$ cat src/rtl/seg_display_scanner.sv
`default_nettype none
// ============================================================================
// Module  : seg_display_scanner
// Brief   : Time-multiplexed driver for a 4-digit common-anode seven-segment
//           display. Shows a 4-character window onto the 6-character string
//           {sign, D4..D0}. Leading zeros are blanked. The window is scrolled by
//           single-cycle button pulses.
// Revision: 1.0  initial release
// ============================================================================
module seg_display_scanner #(
  parameter int REFRESH_DIV = 100000   // cycles each physical digit stays lit (>= 2)
) (
  input  logic       clk,
  input  logic       rst,
  input  logic [4:0] D0,
  input  logic [4:0] D1,
  input  logic [4:0] D2,
  input  logic [4:0] D3,
  input  logic [4:0] D4,
  input  logic       neg,
  input  logic       scroll_left,
  input  logic       scroll_right,
  output logic [3:0] an,
  output logic [6:0] seg,
  output logic       dp
);

  localparam int             CNT_W    = (REFRESH_DIV > 2) ? $clog2(REFRESH_DIV) : 1;
  localparam logic [CNT_W-1:0] CNT_LAST = CNT_W'(REFRESH_DIV - 1);
  localparam logic [1:0]     W_MAX    = 2'd2;
  localparam logic [6:0]     SEG_BLANK = 7'b1111111;
  localparam logic [6:0]     SEG_MINUS = 7'b0111111;

  // Active-low {g..a} pattern of one BCD value; non-decimal codes show blank.
  function automatic logic [6:0] enc_digit(input logic [3:0] v);
    case (v)
      4'd0:    enc_digit = 7'b1000000;
      4'd1:    enc_digit = 7'b1111001;
      4'd2:    enc_digit = 7'b0100100;
      4'd3:    enc_digit = 7'b0110000;
      4'd4:    enc_digit = 7'b0011001;
      4'd5:    enc_digit = 7'b0010010;
      4'd6:    enc_digit = 7'b0000010;
      4'd7:    enc_digit = 7'b1111000;
      4'd8:    enc_digit = 7'b0000000;
      4'd9:    enc_digit = 7'b0010000;
      default: enc_digit = SEG_BLANK;
    endcase
  endfunction

  // State and registered outputs.
  logic [CNT_W-1:0] cnt_q, cnt_d;
  logic [1:0]       scan_q, scan_d;
  logic [1:0]       w_q, w_d;
  logic [3:0]       an_q, an_d;
  logic [6:0]       seg_q, seg_d;
  logic             dp_q, dp_d;

  // Bit 4 of each digit input carries no information for the display.
  logic unused_digit_msbs;
  assign unused_digit_msbs = ^{D0[4], D1[4], D2[4], D3[4], D4[4]};

  // Leading-zero blanking: a position is blank when it and every more
  // significant digit position are zero. P0 is excluded so "0" still shows.
  logic [4:1] is_zero;
  logic [4:1] lz_blank;
  assign is_zero[1] = (D1[3:0] == 4'd0);
  assign is_zero[2] = (D2[3:0] == 4'd0);
  assign is_zero[3] = (D3[3:0] == 4'd0);
  assign is_zero[4] = (D4[3:0] == 4'd0);
  assign lz_blank[4] = is_zero[4];
  assign lz_blank[3] = is_zero[3] & lz_blank[4];
  assign lz_blank[2] = is_zero[2] & lz_blank[3];
  assign lz_blank[1] = is_zero[1] & lz_blank[2];

  // Refresh counter, scan index and window offset next-state.
  always_comb begin
    cnt_d  = cnt_q + CNT_W'(1);
    scan_d = scan_q;
    if (cnt_q == CNT_LAST) begin
      cnt_d  = '0;
      scan_d = scan_q + 2'd1;
    end
    w_d = w_q;
    if (scroll_left && !scroll_right && (w_q != W_MAX)) begin
      w_d = w_q + 2'd1;
    end else if (scroll_right && !scroll_left && (w_q != 2'd0)) begin
      w_d = w_q - 2'd1;
    end
  end

  // Character for the currently scanned digit: position P(w + scan).
  logic [2:0] pos_sel;
  always_comb begin
    pos_sel = 3'(w_q) + 3'(scan_q);
    seg_d   = SEG_BLANK;
    case (pos_sel)
      3'd0: seg_d = enc_digit(D0[3:0]);
      3'd1: seg_d = lz_blank[1] ? SEG_BLANK : enc_digit(D1[3:0]);
      3'd2: seg_d = lz_blank[2] ? SEG_BLANK : enc_digit(D2[3:0]);
      3'd3: seg_d = lz_blank[3] ? SEG_BLANK : enc_digit(D3[3:0]);
      3'd4: seg_d = lz_blank[4] ? SEG_BLANK : enc_digit(D4[3:0]);
      3'd5: seg_d = neg ? SEG_MINUS : SEG_BLANK;
      default: seg_d = SEG_BLANK;
    endcase
    an_d = ~(4'b0001 << scan_q);
    // Decimal point on the rightmost digit flags a scrolled window.
    dp_d = !((scan_q == 2'd0) && (w_q != 2'd0));
  end

  // All state and outputs update together; reset clears everything at once.
  always_ff @(posedge clk) begin
    if (rst) begin
      cnt_q  <= '0;
      scan_q <= 2'd0;
      w_q    <= 2'd0;
      an_q   <= 4'b1111;
      seg_q  <= SEG_BLANK;
      dp_q   <= 1'b1;
    end else begin
      cnt_q  <= cnt_d;
      scan_q <= scan_d;
      w_q    <= w_d;
      an_q   <= an_d;
      seg_q  <= seg_d;
      dp_q   <= dp_d;
    end
  end

  assign an  = an_q;
  assign seg = seg_q;
  assign dp  = dp_q;

endmodule
`default_nettype wire

$ cat config.mk
export PLATFORM = sky130hd
export DESIGN_NAME = seg_display_scanner
export DESIGN_NICKNAME = d
export VERILOG_FILES = /design/src/rtl/seg_display_scanner.sv
export SDC_FILE = /design/constraint.sdc
export NUM_CORES = 1
export LEC_CHECK = 0
export CAP_MARGIN = 20
export CORE_MARGIN = 2
export CORE_UTILIZATION = 40
export CTS_BUF_LIST = sky130_fd_sc_hd__clkbuf_16
export CTS_CLUSTER_DIAMETER = 40
export CTS_CLUSTER_SIZE = 24
export DETAILED_ROUTE_END_ITERATION = 10
export GPL_ROUTABILITY_DRIVEN = 0
export MAX_ROUTING_LAYER = met4
export PLACE_DENSITY = 0.63
export SYNTH_ARGS = -nofsm -noshare
export SYNTH_HDL_FRONTEND = slang
export SYNTH_SLANG_ARGS = --single-unit
$ cat constraint.sdc
create_clock -name clk -period 3.2 [get_ports clk]
set_clock_uncertainty 0.05 [all_clocks]
set_input_delay 0.48 -clock clk [delete_from_list [all_inputs] [get_ports clk]]
set_output_delay 0.48 -clock clk [all_outputs]
set_load 0.02 [all_outputs]
==> results.json <==
{
  "status": "finished, final reports clean",
  "place_ws_ps": 314,
  "cts_root_buf": "clkbuf_16",
  "crit_path_end_kind": "flop",
  "dr_total_vias": 2271,
  "path_cells": "ha_1, fa_1, or2_2, a21oi_1, o221ai_1, or4_1",
  "cts_tree": "done",
  "critPathRequiredTime_ps": 3300,
  "post-synth-top-area-cell": "dfxtp_1",
  "synth_compound_area_share_pct": 20.1,
  "vdd_drop_max_mv": 0.346,
  "rsz0062_at_grt": "false",
  "dpl.hpwl_um": 4260,
  "syn_inst": 331,
  "max_freq_mhz": 376,
  "antenna_found_initial": 0,
  "die-area_mm2": 0.00719,
  "p_per_area_mw_per_mm2": 376,
  "grt_first_pass_wirelength_um": 9190,
  "post_cts_resized": 0,
  "synthMuxAreaShare_pct": 1.20,
  "hold_violations": 0,
  "fp.dieW_um": 84.8,
  "num_io_pins": 42,
  "synth-warning-count": 0,
  "post_cts_buffers": 0,
  "yosysMostFrequentCell": "dfxtp_1",
  "power.switching_w": 0.000297,
  "internal-power_w": 0.000890,
  "synth_common_cells": "33 x dfxtp_1, 32 x ha_1, 31 x nor2_1",
  "viasPerCell": 5.18,
  "synth_top_family_by_area": "simple AND/OR/NAND/NOR gates",
  "synthXorXnorAreaFrac_pct": 5.70,
  "synth-main-ff-cell": "dfxtp_1",
  "ys_ff_latch": 33,
  "syn_area_mm2": 0.00261,
  "syn_to_final_growth_pct": 20.9,
  "num-nets-final": 423,
  "route.detailed.drc": 0,
  "pwr-share-clk_pct": 44.6,
  "grt_pass1_vias": 2005,
  "drt_iter0_drc": 93,
  "post-route-period-util_pct": 83.2,
  "min_path_type": "flop to flop",
  "syn_nets": 394,
  "tns_ps": 0,
  "clk_pin_slew_ps": 50,
  "power_frac_comb_pct": 18.6,
  "post-route-min-period_ps": 2660,
  "cp_slowest_stage_delay_ps": 510,
  "htreeDepth": 2,
  "synth_edf_count": 0,
  "critPathLaunchType": "flop",
  "numPortBuffers": 36,
  "start_util_pct": 41.4,
  "worst_slew_pin_slew_ps": 711,
  "fillCellCount": 622,
  "ant_nets": 0,
  "grt_max_degree": 16,
  "cts.sinks": 33,
  "grt.overflow.total": 0,
  "finalMaxSlewViolations": 0,
  "power_frac_seq_pct": 36.7,
  "core_region_area_mm2": 0.00631,
  "switching_share_pct": 25.0,
  "crit_fanout": 7,
  "cp.arrival_ps": 2760,
  "synthArstFlopShare_pct": 0,
  "fin_ws_ps": 539,
  "firstDrtPassIters": 4,
  "drive_gt1_share_pct": 5.26,
  "cts_buffer_depth": 2,
  "syn_avg_cell_area_um2": 7.89,
  "synth.area.top_cells": "dfxtp_1 25%, ha_1 15%, a21oi_1 5.4%",
  "setup_viol": 0,
  "synth.top_cell.area_share_pct": 25.3,
  "yosys.area_share.simple_pct": 25.2,
  "die_h_um": 84.8,
  "grt_util_all_layers_pct": 16.3,
  "seq_area_frac_synth_pct": 25.3,
  "finalWirelength_um": 5550,
  "leakage_nw": 1.25,
  "cp_slowest_cell": "fa_1",
  "ctsHoldBuffers": 0,
  "std_cell_rows": 29,
  "num_antenna_cells": 0,
  "clkLatencyLatePin_ps": 280,
  "worstSetupPathType": "flop to flop",
  "cts_buffers": 5,
  "drv_cap": 0,
  "yosys.cell_types.count": 52,
  "maxSlewHeadroom_pct": 52.5,
  "synth_fa_ha_area_share_pct": 16.1,
  "wire_per_inst_um": 12.7
}
power by group through the flow:
stage | registers [W] | clock network [W] | logic (W)
2_1_floorplan | 0.000455 | 0 | 0.000124
4_1_cts | 0.000436 | 0.000547 | 0.000222
6_report | 0.000436 | 0.000530 | 0.000221
5_1_grt | 0.000437 | 0.000565 | 0.000248
3_3_place_gp | 0.000445 | 0 | 0.000219
3_5_place_dp | 0.000444 | 0 | 0.000221
state kept, by name, indices dropped and copies added, names as in the netlist:
signal and flops:
cnt_q 17, dp 1, seg 7, w_q 2
scan_q 2, an 4
routing by layer:
layer | vias up | wire, um | global-route usage, %
li1 | 1216 | - | -
met1 | 1006 | 2810 | 22.0
met2 | 43 | 2480 | 24.3
met3 | 6 | 193 | 3.64
met4 | 0 | 68 | 4.76
met5 | - | 0 | -
per-stage QoR:
step                      area, um^2  std cells  hold WS [ps]  util (%)  power [W]
after global placement          2990        430           397      47.4   0.000663
after detailed placement        2990        430           402      47.4   0.000665
after global routing            3160        438           463      50.0    0.00125
after floorplan                 2610        331           380         -   0.000579
final                           3160        438           410      50.0    0.00119
after CTS                       3160        438           413      50.0    0.00121
placed cells by master, fill, tap and decap left out, types with 2 or more instances in the layout:
cell and count:
o31ai_1 3, nor3_1 8, mux2i_1 2, clkdlybuf4s50_1 36
nor2_1 31, nand3_1 16, nor4_1 2, and3_1 4
nand2b_1 13, nand4_1 3, o311ai_0 3, a211oi_1 7
inv_1 26, o211ai_1 4, o21ai_0 17, or3b_2 2
dfxtp_1 33, nor2b_1 8, a21oi_1 28, nor3b_1 3
xnor2_1 6, ha_1 32, o21a_1 2, nand2_1 19
or2_2 6, o221ai_1 7, xor2_1 11, clkbuf_16 5
worst max-delay path: cells and delay by family, from the launching register on:
| kind | cells | cell delay, ps |
|---|---|---|
| flops | 1 | 430 |
| fa+ha+maj | 2 | 710 |
| compound gates | 2 | 580 |
| simple gates | 2 | 760 |
cells by family (layout without fill, tap and decap cells):
group           Yosys count  in the layout
compound gates           81             81
xor+xnor                 17             17
fa+ha+maj                33             33
buf+inv                  39             69
flops                    33             33
mux                       3              3
simple gates            125            125
final cells by class:
cell class / instances / area [um^2] / area share (%)
clock inverters: 3 / 37.5 / 1.19
repair buffers: 36 / 360 / 11.4
well taps: 77 / 96.3 / 3.05
clock buffers: 5 / 125 / 3.96
flip-flops and latches: 33 / 661 / 20.9
multi-input cells: 259 / 1780 / 56.5
inverters: 25 / 93.8 / 2.97
final timing paths:
kind | endpoint | slack (ps) | startpoint | cells past startpoint
max | seg[0] | 540 | w_q[0] | 6
min reg2reg | cnt_q[0] | 410 | cnt_q[0] | 1
min | cnt_q[0] | 410 | cnt_q[0] | 1
max reg2reg | seg[0] | 540 | w_q[0] | 6
Power figures use the tool's default switching activity.
